<file path="src/rtl/vga_pkg.sv">
// Shared VGA timing constants for 1024x768@60 and the vblank scheduler state type.
package vga_pkg;

    localparam int VER_BLANK_START = 768;
    localparam int VER_TOTAL       = 806;
    localparam int HOR_TOTAL       = 1344;
    localparam int VBLANK_CYC      = 51072;

    typedef enum logic [1:0] {
        IDLE,
        ARB,
        GRANT,
        WAIT_END
    } vbs_state_t;

endpackage

</file>
<file path="src/rtl/rr_pick.sv">
// Circular first-one finder: returns the first set bit of mask at or after
// index start, wrapping at N, as a one-hot vector plus a valid flag.
module rr_pick #(
    parameter int N  = 4,
    parameter int IW = (N > 1) ? $clog2(N) : 1
) (
    input  logic [N-1:0]  mask,
    input  logic [IW-1:0] start,
    output logic [N-1:0]  onehot,
    output logic          valid
);

    logic [IW:0]   sum;
    logic [IW-1:0] idx;

    always_comb begin
        onehot = '0;
        valid  = 1'b0;
        sum    = '0;
        idx    = '0;
        for (int i = 0; i < N; i++) begin
            sum = {1'b0, start} + (IW+1)'(i);
            if (sum >= (IW+1)'(N)) begin
                sum = sum - (IW+1)'(N);
            end
            idx = sum[IW-1:0];
            if (!valid && mask[idx]) begin
                onehot[idx] = 1'b1;
                valid       = 1'b1;
            end
        end
    end

endmodule

</file>
<file path="src/rtl/vblank_sched.sv">
// Shares the vertical-blanking window among N_REQ requesters: one grant at a
// time, each pending requester served once per frame, with timeout and overrun.
module vblank_sched
    import vga_pkg::*;
#(
    parameter int N_REQ       = 4,
    parameter int TIMEOUT_CYC = 4096
) (
    input  logic             clk,
    input  logic             rst,
    input  logic             vblnk,
    input  logic [N_REQ-1:0] req,
    input  logic [N_REQ-1:0] done,
    output logic [N_REQ-1:0] gnt,
    output logic             frame_tick,
    output logic             busy,
    output logic [N_REQ-1:0] err_timeout,
    output logic [N_REQ-1:0] err_overrun,
    output vbs_state_t       dbg_state
);

    localparam int IW = $clog2(N_REQ);
    localparam int CW = (TIMEOUT_CYC > 1) ? $clog2(TIMEOUT_CYC) : 1;

    // Handshake: req is a level sampled once at blanking rise; gnt is one-hot
    // and held until the owner pulses its done bit for one cycle (accepted on
    // any cycle gnt is high, including the first), or until timeout / blank end.
    vbs_state_t       state;
    logic             vblnk_d;
    logic [IW-1:0]    rr_ptr;
    logic [IW-1:0]    start;
    logic [N_REQ-1:0] pending;
    logic [CW-1:0]    cnt;
    logic [N_REQ-1:0] pick_oh;
    logic             pick_valid;
    logic             rise;
    logic             fall;

    assign rise      = vblnk & ~vblnk_d;
    assign fall      = ~vblnk & vblnk_d;
    assign busy      = |gnt;
    assign dbg_state = state;

    rr_pick #(.N(N_REQ), .IW(IW)) u_pick (
        .mask   (pending),
        .start  (start),
        .onehot (pick_oh),
        .valid  (pick_valid)
    );

    always_ff @(posedge clk) begin
        if (rst) begin
            state       <= IDLE;
            vblnk_d     <= 1'b1;
            rr_ptr      <= '0;
            start       <= '0;
            pending     <= '0;
            cnt         <= '0;
            gnt         <= '0;
            frame_tick  <= 1'b0;
            err_timeout <= '0;
            err_overrun <= '0;
        end else begin
            vblnk_d    <= vblnk;
            frame_tick <= 1'b0;
            // End of blanking outranks done and timeout in every busy state.
            if (fall && state != IDLE) begin
                gnt         <= '0;
                err_overrun <= err_overrun | gnt | pending;
                pending     <= '0;
                state       <= IDLE;
            end else begin
                case (state)
                    IDLE: begin
                        if (rise) begin
                            frame_tick <= 1'b1;
                            pending    <= req;
                            start      <= rr_ptr;
                            rr_ptr     <= (rr_ptr == IW'(N_REQ-1)) ? '0 : rr_ptr + 1'b1;
                            state      <= ARB;
                        end
                    end
                    ARB: begin
                        if (pick_valid) begin
                            gnt     <= pick_oh;
                            pending <= pending & ~pick_oh;
                            cnt     <= CW'(TIMEOUT_CYC-1);
                            state   <= GRANT;
                        end else begin
                            state <= WAIT_END;
                        end
                    end
                    GRANT: begin
                        if (|(done & gnt)) begin
                            gnt   <= '0;
                            state <= ARB;
                        end else if (cnt == '0) begin
                            gnt         <= '0;
                            err_timeout <= err_timeout | gnt;
                            state       <= ARB;
                        end else begin
                            cnt <= cnt - 1'b1;
                        end
                    end
                    WAIT_END: begin
                        state <= WAIT_END;
                    end
                    default: state <= IDLE;
                endcase
            end
        end
    end

endmodule

</file>
<file path="config.mk">
export PLATFORM = sky130hd
export DESIGN_NAME = vblank_sched
export DESIGN_NICKNAME = d
export VERILOG_FILES = /design/src/rtl/vga_pkg.sv /design/src/rtl/rr_pick.sv /design/src/rtl/vblank_sched.sv
export SDC_FILE = /design/constraint.sdc
export NUM_CORES = 1
export LEC_CHECK = 0
export ABC_CLOCK_PERIOD_IN_PS = 3480
export BUFFER_PORTS_ARGS = -buffer_cell sky130_fd_sc_hd__buf_2
export CORE_ASPECT_RATIO = 1.2
export CORE_MARGIN = 2
export CORE_UTILIZATION = 41
export CTS_BUF_LIST = sky130_fd_sc_hd__clkbuf_16
export CTS_CLUSTER_DIAMETER = 120
export CTS_CLUSTER_SIZE = 24
export DETAILED_ROUTE_END_ITERATION = 12
export GPL_ROUTABILITY_DRIVEN = 0
export SKIP_LAST_GASP = 1
export SYNTH_ARGS = -nofsm -noshare
export SYNTH_HDL_FRONTEND = slang
export SYNTH_HIERARCHICAL = 1
export SYNTH_SLANG_ARGS = --single-unit
</file>
<file path="constraint.sdc">
create_clock -name clk -period 3.48 [get_ports clk]
set_clock_uncertainty 0.2 [all_clocks]
set_input_delay 0.522 -clock clk [delete_from_list [all_inputs] [get_ports clk]]
set_output_delay 0.522 -clock clk [all_outputs]
set_load 0.02 [all_outputs]
</file>
After elaboration in Yosys (flattened, before gate mapping). Index checks and enable logic that the tools add are counted.

Word-level logic and storage cells: 128. Input bits: 11. Register bits: 36.

Equality and inequality tests: 9. Mux-type cells: 46. $add $sub $neg: 9. Reductions and logical operators: 26. $lt $le $gt $ge: 12. Bitwise gates (word level): 16.

Operators by type and width (count): 12-bit 2-to-1 mux (3); 4-bit 2-to-1 mux (9); 4-bit OR (6); 12-bit case mux with 2 select lines (1); 2-bit 2-to-1 mux (8); 4-bit case mux with 2 select lines (2); 1-bit 2-to-1 mux (14); 12-bit zero test (1); 2-bit by 3-bit less-than comparator with 1-bit output (second input constant) (4); 12-bit by 1-bit subtractor with 12-bit output (second input constant) (1); 3-bit >= comparator (second input constant) (3); 3-bit AND reduction (3); 4-bit AND (2); 1-bit binary-select mux with 2-bit select (4); 1-bit demux with 2-bit select (4); 2-bit by 1-bit >= comparator with 1-bit output (second input constant) (4); 1-bit logical AND (8); 2-bit inequality test (second input constant) (4); 2-bit case mux with 4 select lines (1); 4-bit OR reduction (2); 2-bit by 1-bit subtractor with 2-bit output (second input constant) (4); 2-bit by 2-bit adder with 3-bit output (second input constant) (2); 2-bit equality test (second input constant) (3); 2-bit nonzero test (3); 15 further kinds (22).

Depth between registers and ports, before layout. Gate-level depths: netlist (run 1).

Depth after elaboration: 18. Depth in mapped cells: 11. Mapped depth without buffers: 9.

Cells and area by module. The synthesis (run 1) kept the hierarchy.

Modules (own cells, without submodules): vblank_sched (cells each 200, sequential area each 720.7 um^2, instances 1, area an instance 1716.6 um^2); rr_pick (cells each 62, sequential area each 0.0 um^2, instances 1, area an instance 508.0 um^2).

Worst setup path after synthesis (run 1). Ideal clock, no wire load.

Path kind: reg2reg. Start: reg start[0]. End: reg pending[0]. Path buffers: 2. Clock period less this slack: 2508 ps. Path slack: 972 ps. Arrival: 2238 ps. Setup time: 71 ps. Stages on the path, launching flop included: 12. Cell sequence: dfxtp_1 > buf_6 > inv_1 > ha_1 > buf_2 > mux2i_1 > mux2_2 > a2111oi_2 > o2bb2ai_1 > nor2b_1 > o21ai_0 > a21oi_1.

Longest elaborated chain between the ends: 18. Elaborated cells between the ends (all ways): 66.

RTL lines: start, declared (line vblank_sched.sv:31) `logic [IW-1:0] start;`; start signal, assigned (line vblank_sched.sv:78) `start <= rr_ptr;`; branches (longest 13 deep; another with 2-bit by 1-bit adder with 3-bit output); 4-bit 2-to-1 mux (*) (line rr_pick.sv:27) `if (!valid && mask[idx]) begin`; named net pick_oh[0] (line vblank_sched.sv:34) `logic [N_REQ-1:0] pick_oh;`; 4-bit inverter (*) (line vblank_sched.sv:86) `pending <= pending & ~pick_oh;`; 4-bit AND (*) (line vblank_sched.sv:86); 4-bit 2-to-1 mux (*) (line vblank_sched.sv:84) `if (pick_valid) begin`; 4-bit case mux with 2 select lines (*) (line vblank_sched.sv:73) `case (state)`; end signal, assigned (line vblank_sched.sv:77) `pending <= req;`; end signal, assigned (line vblank_sched.sv:86); end, declared (line vblank_sched.sv:32) `logic [N_REQ-1:0] pending;`.

Mark *: on every way through the listed nets, which the timed path passes. The select of a mux whose other input is x is not followed. A chain may end at the register's enable or synchronous reset.

Final worst setup path (run 1).
Start: reg start[1]. End: reg pending[0].

Same word-level chain as after synthesis.

==> impl_metrics.env, run 1 <==
export IMPL_setup_violations=0
export IMPL_final_core_util=0.484
export IMPL_synth_area_mm2=0.00222
export IMPL_cts_inserted_buffers=5
export IMPL_vias_per_cell=5.80
export IMPL_yosysSeqAreaShare=0.324
export IMPL_synth_ff_type="dfxtp_1"
export IMPL_drive_gt1_frac=0.189
export IMPL_coreArea_mm2=0.00526
export IMPL_synth_edff_count=0
export IMPL_crit_arrival_ns=2.65
export IMPL_ys_seq_elements=36
export IMPL_cp_end_kind="flip-flop"
export IMPL_tightestPinTransition_ns=0.677
export IMPL_post_cts_repair_setup_buffers=0
export IMPL_ys_warn_count=6
export IMPL_die_y_um=84.7
export IMPL_min_period_ns=2.64
export IMPL_die_w_um=71.2
export IMPL_start_kind="flip-flop"
export IMPL_drc_errors=0
export IMPL_hold_class="reg2reg"
export IMPL_wirelength_um=5410
export IMPL_finalHoldViolCount=0
export IMPL_drv_slew=0
export IMPL_fmax_mhz=379
export IMPL_dr_pass1_iters=4
export IMPL_grt_util_all_layers=0.191
export IMPL_area_growth_pct=14.4
export IMPL_slew_headroom=0.544
export IMPL_synthMostInstantiatedCell="dfxtp_1"
export IMPL_hpwl_um=3840
export IMPL_ys_top_cells_by_area="dfxtp_1, ha_1, nor2_1, mux2i_1, a21oi_1"
export IMPL_cts_tree="yes"
export IMPL_async_reset_ff_frac=0
export IMPL_fin_tns_setup_ns=0
export IMPL_rsz0062_at_grt="no"
export IMPL_wl_per_cell_um=15.5
export IMPL_p_per_area_mw_per_mm2=706
export IMPL_p_leak_uw=0.000988
export IMPL_io_buffer_count=26
export IMPL_cts_sinks=36
export IMPL_ir_drop_mv=0.329
export IMPL_grt_pass1_vias=1977
export IMPL_cts_hold_buffers=0
export IMPL_synth_top_area_frac=0.324
export IMPL_grt_pass1_wl_um=9180
export IMPL_drv_cap=0
export IMPL_grt_max_degree=29
export IMPL_nets=309
export IMPL_dr_first_iter_drc_count=161
export IMPL_clkTransAtPathRegs_ns=0.06
export IMPL_grt_overflow_total=0
export IMPL_design_die_area_mm2=0.00603
export IMPL_synthCells=262
export IMPL_yosysUniqueCellTypes=48
export IMPL_yosysTopAreaCell="dfxtp_1"
export IMPL_vias=2020
export IMPL_status="complete, no violations"
export IMPL_critPathKind="reg2reg"
export IMPL_cts_buffer_depth=2
export IMPL_start_util=0.423
export IMPL_n_antenna_cell=0
export IMPL_ant_nets=0
export IMPL_cts_root_buf="clkbuf_16"
export IMPL_syn_num_nets=286
export IMPL_h_tree_depth=2
export IMPL_antenna_found_initial=0
export IMPL_cp_max_fo=10
export IMPL_cts_resized=0
export IMPL_yosys_top_cells_count="dfxtp_1, nor2_1, inv_1, nand2_1"
export IMPL_period_share=0.757
export IMPL_insertion_delay_ns=0.28
export IMPL_rows=29
export IMPL_required_ns=3.49
export IMPL_pin_count=27
export IMPL_avgSynthCellArea_um2=8.49
logic make-up (layout without fill, tap and decap cells):
family                     after synthesis  after routing  synth area share
muxes                                   13             13            0.0658
and+or+nand+nor                         94             94             0.237
adders and majority gates               13             13            0.0731
buffers and inverters                   29             53            0.0602
AOI/OAI and AO/OA                       77             77             0.240
DFF                                     36             36             0.324
worst max-delay path, stage by stage, from the launching register on:
cell       delay, ns
dfxtp_1         0.30
buf_4           0.18
inv_1           0.09
ha_1            0.44
mux2i_1         0.19
mux2_2          0.36
a2111oi_2       0.31
o2bb2ai_1       0.15
nor2b_1         0.11
o21ai_0         0.08
a21oi_1         0.15
state kept, by name, summed over array words and instances (netlist names):
name,count
gnt,4
cnt,12
frame_tick,1
err_timeout,4
vblnk_d,1
err_overrun,4
start,2
dbg_state,2
rr_ptr,2
pending,4
cell type report:
type | instances | area (um2)
inverters | 17 | 63.8
repair buffers | 28 | 145
clock buffers | 5 | 125
flip-flops and latches | 36 | 721
fillers | 522 | 2720
clock inverters | 3 | 42.5
multi-input cells | 197 | 1370
well taps | 62 | 77.6
where the power goes:
group / switching [uW] / internal (uW)
logic: 457 / 274
registers: 74.1 / 481
clock network: 173 / 336
through the flow:
stage	instances	worst slack [ns]	hold slack [ns]	total power, uW	area (um2)
floorplan	262	0.972	0.249	1130	2220
global placement	340	0.932	0.231	1280	2380
detailed placement	340	0.882	0.234	1290	2380
CTS	348	0.867	0.243	1810	2540
global route	348	0.641	0.258	1940	2540
finish	348	0.844	0.240	1800	2540
cells in the final DEF (no fill, tap or decap), types with 4 or more instances in the layout:
master / Yosys / layout
a211oi_1: 8 / 8
ha_1: 13 / 13
nor3_1: 10 / 10
a22oi_1: 6 / 6
nor4_1: 5 / 5
o22ai_1: 6 / 6
nor2b_1: 4 / 4
nand2b_1: 6 / 6
mux2i_1: 9 / 9
a21oi_1: 16 / 16
dfxtp_1: 36 / 36
o21ai_0: 16 / 16
clkbuf_16: 0 / 5
inv_1: 17 / 17
o2bb2ai_1: 4 / 4
a311oi_1: 9 / 9
nor2_1: 26 / 26
nand2_1: 17 / 17
buf_2: 2 / 26
metal layers:
layer	vias to the layer above	track usage	wire, um
li1	1021	-	-
met1	949	0.238	2480
met2	38	0.309	2610
met3	12	0.0384	180
met4	0	0.0943	139
met5	-	0	0
path summary, 6_finish.rpt:
check	startpoint	endpoint	slack (ns)	cells after the start
setup reg to reg	start[1]	pending[0]	0.84	10
hold / removal	err_overrun[1]	err_overrun[1]	0.24	2
setup / recovery	start[1]	pending[0]	0.84	10
hold reg to reg	err_overrun[1]	err_overrun[1]	0.24	2
Note: power is estimated with default switching activity, not from simulation.
==> run 2, diff against run 1 <==
--- a/config.mk
+++ b/config.mk
@@ -5,7 +5,7 @@
 export SDC_FILE = /design/constraint.sdc
 export NUM_CORES = 1
 export LEC_CHECK = 0
-export ABC_CLOCK_PERIOD_IN_PS = 3480
+export ABC_CLOCK_PERIOD_IN_PS = 2600
 export BUFFER_PORTS_ARGS = -buffer_cell sky130_fd_sc_hd__buf_2
 export CORE_ASPECT_RATIO = 1.2
 export CORE_MARGIN = 2
==> constraint.sdc (replaced) <==
create_clock -name clk -period 2.6 [get_ports clk]
set_clock_uncertainty 0.2 [all_clocks]
set_input_delay 0.39 -clock clk [delete_from_list [all_inputs] [get_ports clk]]
set_output_delay 0.39 -clock clk [all_outputs]
set_load 0.02 [all_outputs]
==> run 2 against run 1 <==
Cell count rose by 1.7%. Combinational power rose by 41%. Worst setup slack lost 0.70 ns. Cell area up 2.0%. Sequential power up 34%. Register-to-register slack got worse by 0.70 ns. First-iteration DRC count down 12%. Clock power is 35% higher. Sequential share of layout area shrank 0.56 points. Core utilization is 0.98 points higher.
==> impl_metrics.env, run 2 (synthesis results as in run 1) <==
export IMPL_wl_per_cell_um=15.1
export IMPL_r2r_slack_ns=0.14
export IMPL_h_tree_depth=2
export IMPL_grt_use_met1=0.238
export IMPL_p_per_area_mw_per_mm2=949
export IMPL_largest_reg_flops=12
export IMPL_power_total_uw=2460
export IMPL_status="complete, no violations"
export IMPL_nets=315
export IMPL_drv_slew=0
export IMPL_pin_count=27
export IMPL_drive_gt1_frac=0.212
export IMPL_layout_commonest_cell="dfxtp_1"
export IMPL_dr_first_iter_drc_count=142
export IMPL_grt_util_all_layers=0.186
export IMPL_grt_pass1_vias=1943
export IMPL_start_kind="flip-flop"
export IMPL_wirelength_um=5340
export IMPL_cts_tree="yes"
export IMPL_dr_pass1_iters=4
export IMPL_io_buffer_count=26
export IMPL_cts_root_buf="clkbuf_16"
export IMPL_ant_nets=0
export IMPL_fmax_mhz=407
export IMPL_cp_max_fo=6
export IMPL_die_y_um=84.7
export IMPL_crit_arrival_ns=2.47
export IMPL_cpPeakStageDelay_ns=0.41
export IMPL_drv_cap=0
export IMPL_finalHoldViolCount=0
export IMPL_grt_max_degree=29
export IMPL_vias=2063
export IMPL_start_util=0.423
export IMPL_insertion_delay_ns=0.28
export IMPL_path_cells="inv_1 > ha_2 > mux2_2 > and3_1 > a2111oi_2 > o2bb2ai_1 > nor2b_1 > o21ai_0 > a21oi_1"
export IMPL_cts_sinks=36
export IMPL_die_w_um=71.2
export IMPL_setup_violations=0
export IMPL_critPathLaunch="start[0]"
export IMPL_largest_register="cnt"
export IMPL_critPathKind="reg2reg"
export IMPL_use_met2=0.305
export IMPL_vias_per_cell=5.83
export IMPL_slew_headroom=0.636
export IMPL_endpoint="pending[0]"
export IMPL_layout_common_cells="dfxtp_1, nor2_1, buf_2"
export IMPL_rows=29
export IMPL_antenna_found_initial=0
export IMPL_n_antenna_cell=0
export IMPL_ir_drop_mv=0.513
export IMPL_hpwl_um=3820
export IMPL_required_ns=2.61
export IMPL_area_growth_pct=16.7
export IMPL_period_share=0.944
export IMPL_fin_tns_setup_ns=0
export IMPL_cts_buffer_depth=2
export IMPL_drc_errors=0
export IMPL_r2r_cells=9
export IMPL_p_leak_uw=0.00102
export IMPL_tightestPinTransition_ns=0.546
export IMPL_cp_end_kind="flip-flop"
export IMPL_r2r_end="pending[0]"
export IMPL_rsz0062_at_grt="no"
export IMPL_grt_use_met3=0.0408
export IMPL_coreArea_mm2=0.00526
export IMPL_post_cts_repair_setup_buffers=0
export IMPL_cts_inserted_buffers=5
export IMPL_grt_pass1_wl_um=9070
export IMPL_hold_class="in2reg"
export IMPL_slowest_stage="ha_2"
export IMPL_design_die_area_mm2=0.00603
export IMPL_top_usage_layer="met2"
export IMPL_min_period_ns=2.46
export IMPL_clkTransAtPathRegs_ns=0.06
export IMPL_reg2reg_from="start[0]"
export IMPL_grt_overflow_total=0
## run 2: changes by cell type in the layout (fill, tap and decap cells not counted)
cell	previous run	this run
ha_2	0	1
ha_1	13	12
mux2i_1	9	8
buf_4	2	8
mux2i_2	0	1
## run 2: cell type report
| cell class | count | area, um2 |
|---|---|---|
| clock buffer | 5 | 125 |
| clock inverter | 3 | 42.5 |
| fill | 508 | 2670 |
| inverter | 17 | 63.8 |
| multi-input combinational | 197 | 1380 |
| sequential | 36 | 721 |
| tap | 62 | 77.6 |
| timing repair buffer | 34 | 190 |
## run 2: per-layer routing
| metal | share of wire | wire length, um |
|---|---|---|
| met1 | 0.46 | 2460 |
| met2 | 0.48 | 2560 |
| met3 | 0.038 | 204 |
| met4 | 0.022 | 117 |
| met5 | 0 | 0 |
## run 2: worst min-delay path by stage
stage | start | endpoint | cells after the start
final | req[2] | pending[2] | 3
after global routing | req[2] | pending[2] | 3
after CTS | req[2] | pending[2] | 3
after detailed placement | err_overrun[0] | err_overrun[0] | 2
after global placement | err_overrun[2] | err_overrun[2] | 2
after floorplan | cnt[11] | cnt[11] | 1
## run 2: repair_timing
action | 4_1_cts | 5_1_grt
hold endpoints to repair | 0 | 0
hold buffers | 0 | 0
resized for setup | 0 | 2
setup endpoints to repair | 0 | 4
## run 2: through the flow
step                setup slack [ns]  utilization  hold WS [ns]  instances  cell area [um2]
floorplan                     0.0915            -         0.249        262             2220
global placement               0.234        0.460         0.231        346             2420
detailed placement             0.173        0.460         0.235        346             2420
CTS                            0.158        0.492         0.147        354             2590
global route                  0.0307        0.493         0.173        354             2600
finish                         0.144        0.493         0.148        354             2600
## run 2: worst max-delay path, delay by kind of cell, from the launching register on
kind	cells	cell delay (ns)
mux	1	0.37
buf+inv	1	0.08
flops	1	0.32
simple gates	2	0.32
compound gates	4	0.67
fa+ha+maj	1	0.41
## run 2: power breakdown
group          switching, uW  internal (uW)  total, uW
logic                    614            419       1030
registers               99.4            643        743
clock network            239            450        689
==> run 3, diff against run 2 <==
--- a/config.mk
+++ b/config.mk
@@ -15,6 +15,7 @@
 export CTS_CLUSTER_SIZE = 24
 export DETAILED_ROUTE_END_ITERATION = 12
 export GPL_ROUTABILITY_DRIVEN = 0
+export MAX_ROUTING_LAYER = met4
 export SKIP_LAST_GASP = 1
 export SYNTH_ARGS = -nofsm -noshare
 export SYNTH_HDL_FRONTEND = slang
==> run 3 against run 2 <==
Worst setup slack improved by 0.0027 ns. Sequential power barely moved. Clock power about the same. Highest routed layer unchanged. Fmax increased by 0.11%. Cell count unchanged. Non-clock buffer count unchanged. Flip-flop and latch count stayed put. Largest power group unchanged.
==> impl_metrics.env, run 3 (synthesis results as in run 1) <==
export IMPL_pin_count=27
export IMPL_placed_area_mm2=0.00242
export IMPL_share_clk_of_total_power=0.278
export IMPL_intPower_uw=1510
export IMPL_p_comb_frac=0.421
export IMPL_vias_per_cell=5.75
export IMPL_required_ns=2.61
export IMPL_min_period_ns=2.45
export IMPL_fin_tns_setup_ns=0
export IMPL_start_util=0.423
export IMPL_switching_share=0.387
export IMPL_drv_cap=0
export IMPL_cts_buffer_depth=2
export IMPL_seq_area_um2=721
export IMPL_coreArea_mm2=0.00526
export IMPL_largest_reg_flops=12
export IMPL_ir_drop_mv=0.514
export IMPL_final_core_util=0.493
export IMPL_tightestPinTransition_ns=0.545
export IMPL_antenna_found_initial=0
export IMPL_switchingPower_uw=955
export IMPL_n_antenna_cell=0
export IMPL_start_kind="flip-flop"
export IMPL_period_share=0.943
export IMPL_post_route_cell_area_mm2=0.00260
export IMPL_seqPwrFrac=0.301
export IMPL_drive_gt1_frac=0.212
export IMPL_cts_inserted_buffers=5
export IMPL_design_die_area_mm2=0.00603
export IMPL_grt_util_all_layers=0.192
export IMPL_wl_per_cell_um=15.1
export IMPL_cp_top_family="compound AO/OA/AOI/OAI gates"
export IMPL_rsz0062_at_grt="no"
export IMPL_h_tree_depth=2
export IMPL_rows=29
export IMPL_multi_input_area_mm2=0.00138
export IMPL_crit_arrival_ns=2.47
export IMPL_finalHoldViolCount=0
export IMPL_drv_slew=0
export IMPL_cts_tree="yes"
export IMPL_dr_first_iter_drc_count=120
export IMPL_ant_nets=0
export IMPL_grt_max_degree=29
export IMPL_worst_slack_ns=0.147
export IMPL_cts_sinks=36
export IMPL_insertion_delay_ns=0.28
export IMPL_grt_pass1_vias=1932
export IMPL_die_w_um=71.2
export IMPL_io_buffer_count=26
export IMPL_clkTransAtPathRegs_ns=0.06
export IMPL_worst_hold_slack_ns=0.150
export IMPL_die_y_um=84.7
export IMPL_path_cells="inv_1 > ha_2 > mux2_2 > and3_1 > a2111oi_2 > o2bb2ai_1 > nor2b_1 > o21ai_0 > a21oi_1"
export IMPL_nets=315
export IMPL_wirelength_um=5350
export IMPL_cts_root_buf="clkbuf_16"
export IMPL_drc_errors=0
export IMPL_grt_overflow_total=0
export IMPL_slowest_stage="ha_2"
export IMPL_setup_violations=0
export IMPL_critPathBufInv=1
export IMPL_grt_pass1_wl_um=9100
export IMPL_hpwl_um=3820
export IMPL_critPathKind="reg2reg"
export IMPL_p_leak_uw=0.00102
export IMPL_largest_register="cnt"
export IMPL_layout_common_cells="dfxtp_1, nor2_1, buf_2"
export IMPL_hold_class="in2reg"
export IMPL_p_per_area_mw_per_mm2=950
export IMPL_layout_commonest_cell="dfxtp_1"
export IMPL_fmax_mhz=408
export IMPL_cpPeakStageDelay_ns=0.41
export IMPL_area_growth_pct=16.7
export IMPL_cp_max_fo=6
export IMPL_cp_end_kind="flip-flop"
export IMPL_slew_headroom=0.636
export IMPL_status="complete, no violations"
export IMPL_dp_slack_ns=0.173
export IMPL_dr_pass1_iters=4
export IMPL_nFillCells=508
export IMPL_vias=2034
export IMPL_post_cts_repair_setup_buffers=0
run 3: cell counts in the layout (fill, tap and decap cells not counted):
No cell type changed its count.
run 3: final timing paths:
path	start	to	slack (ns)	cells past startpoint
setup reg to reg	start[0]	pending[0]	0.15	9
setup / recovery	start[0]	pending[0]	0.15	9
hold reg to reg	err_overrun[0]	err_overrun[0]	0.24	2
hold / removal	req[2]	pending[2]	0.15	3
run 3: timing repair:
item	4_1_cts	5_1_grt
setup endpoints to repair	0	4
hold buffers	0	0
resized for setup	0	2
run 3: layout make-up:
cell class	instances	area share
clock buffer	5	0.0482
clock inverter	3	0.0164
inverter	17	0.0246
multi-input combinational	197	0.530
sequential	36	0.278
tap	62	0.0299
timing repair buffer	34	0.0733
run 3: tightest hold or removal path, cell delays in order:
cell	delay (ns)
buf_2	0.10
nand2_1	0.04
a21oi_1	0.05
run 3: power by group through the flow:
stage          sequential (uW)  combinational [uW]  clock, uW
2_1_floorplan              748                 764          0
3_3_place_gp               752                1020          0
3_5_place_dp               750                1020          0
4_1_cts                    741                1030        703
5_1_grt                    761                1160        719
6_report                   743                1040        686
run 3: stage by stage:
step                total power [uW]  cells
floorplan                       1510    262
global placement                1780    346
detailed placement              1770    346
CTS                             2480    354
global route                    2640    354
finish                          2470    354
run 3: metal layers:
metal	up-vias	routed length, um	GRT usage
met5	-	0	-
met4	0	108	0.0823
met3	13	171	0.0336
met2	40	2540	0.304
met1	948	2530	0.240
li1	1033	-	-
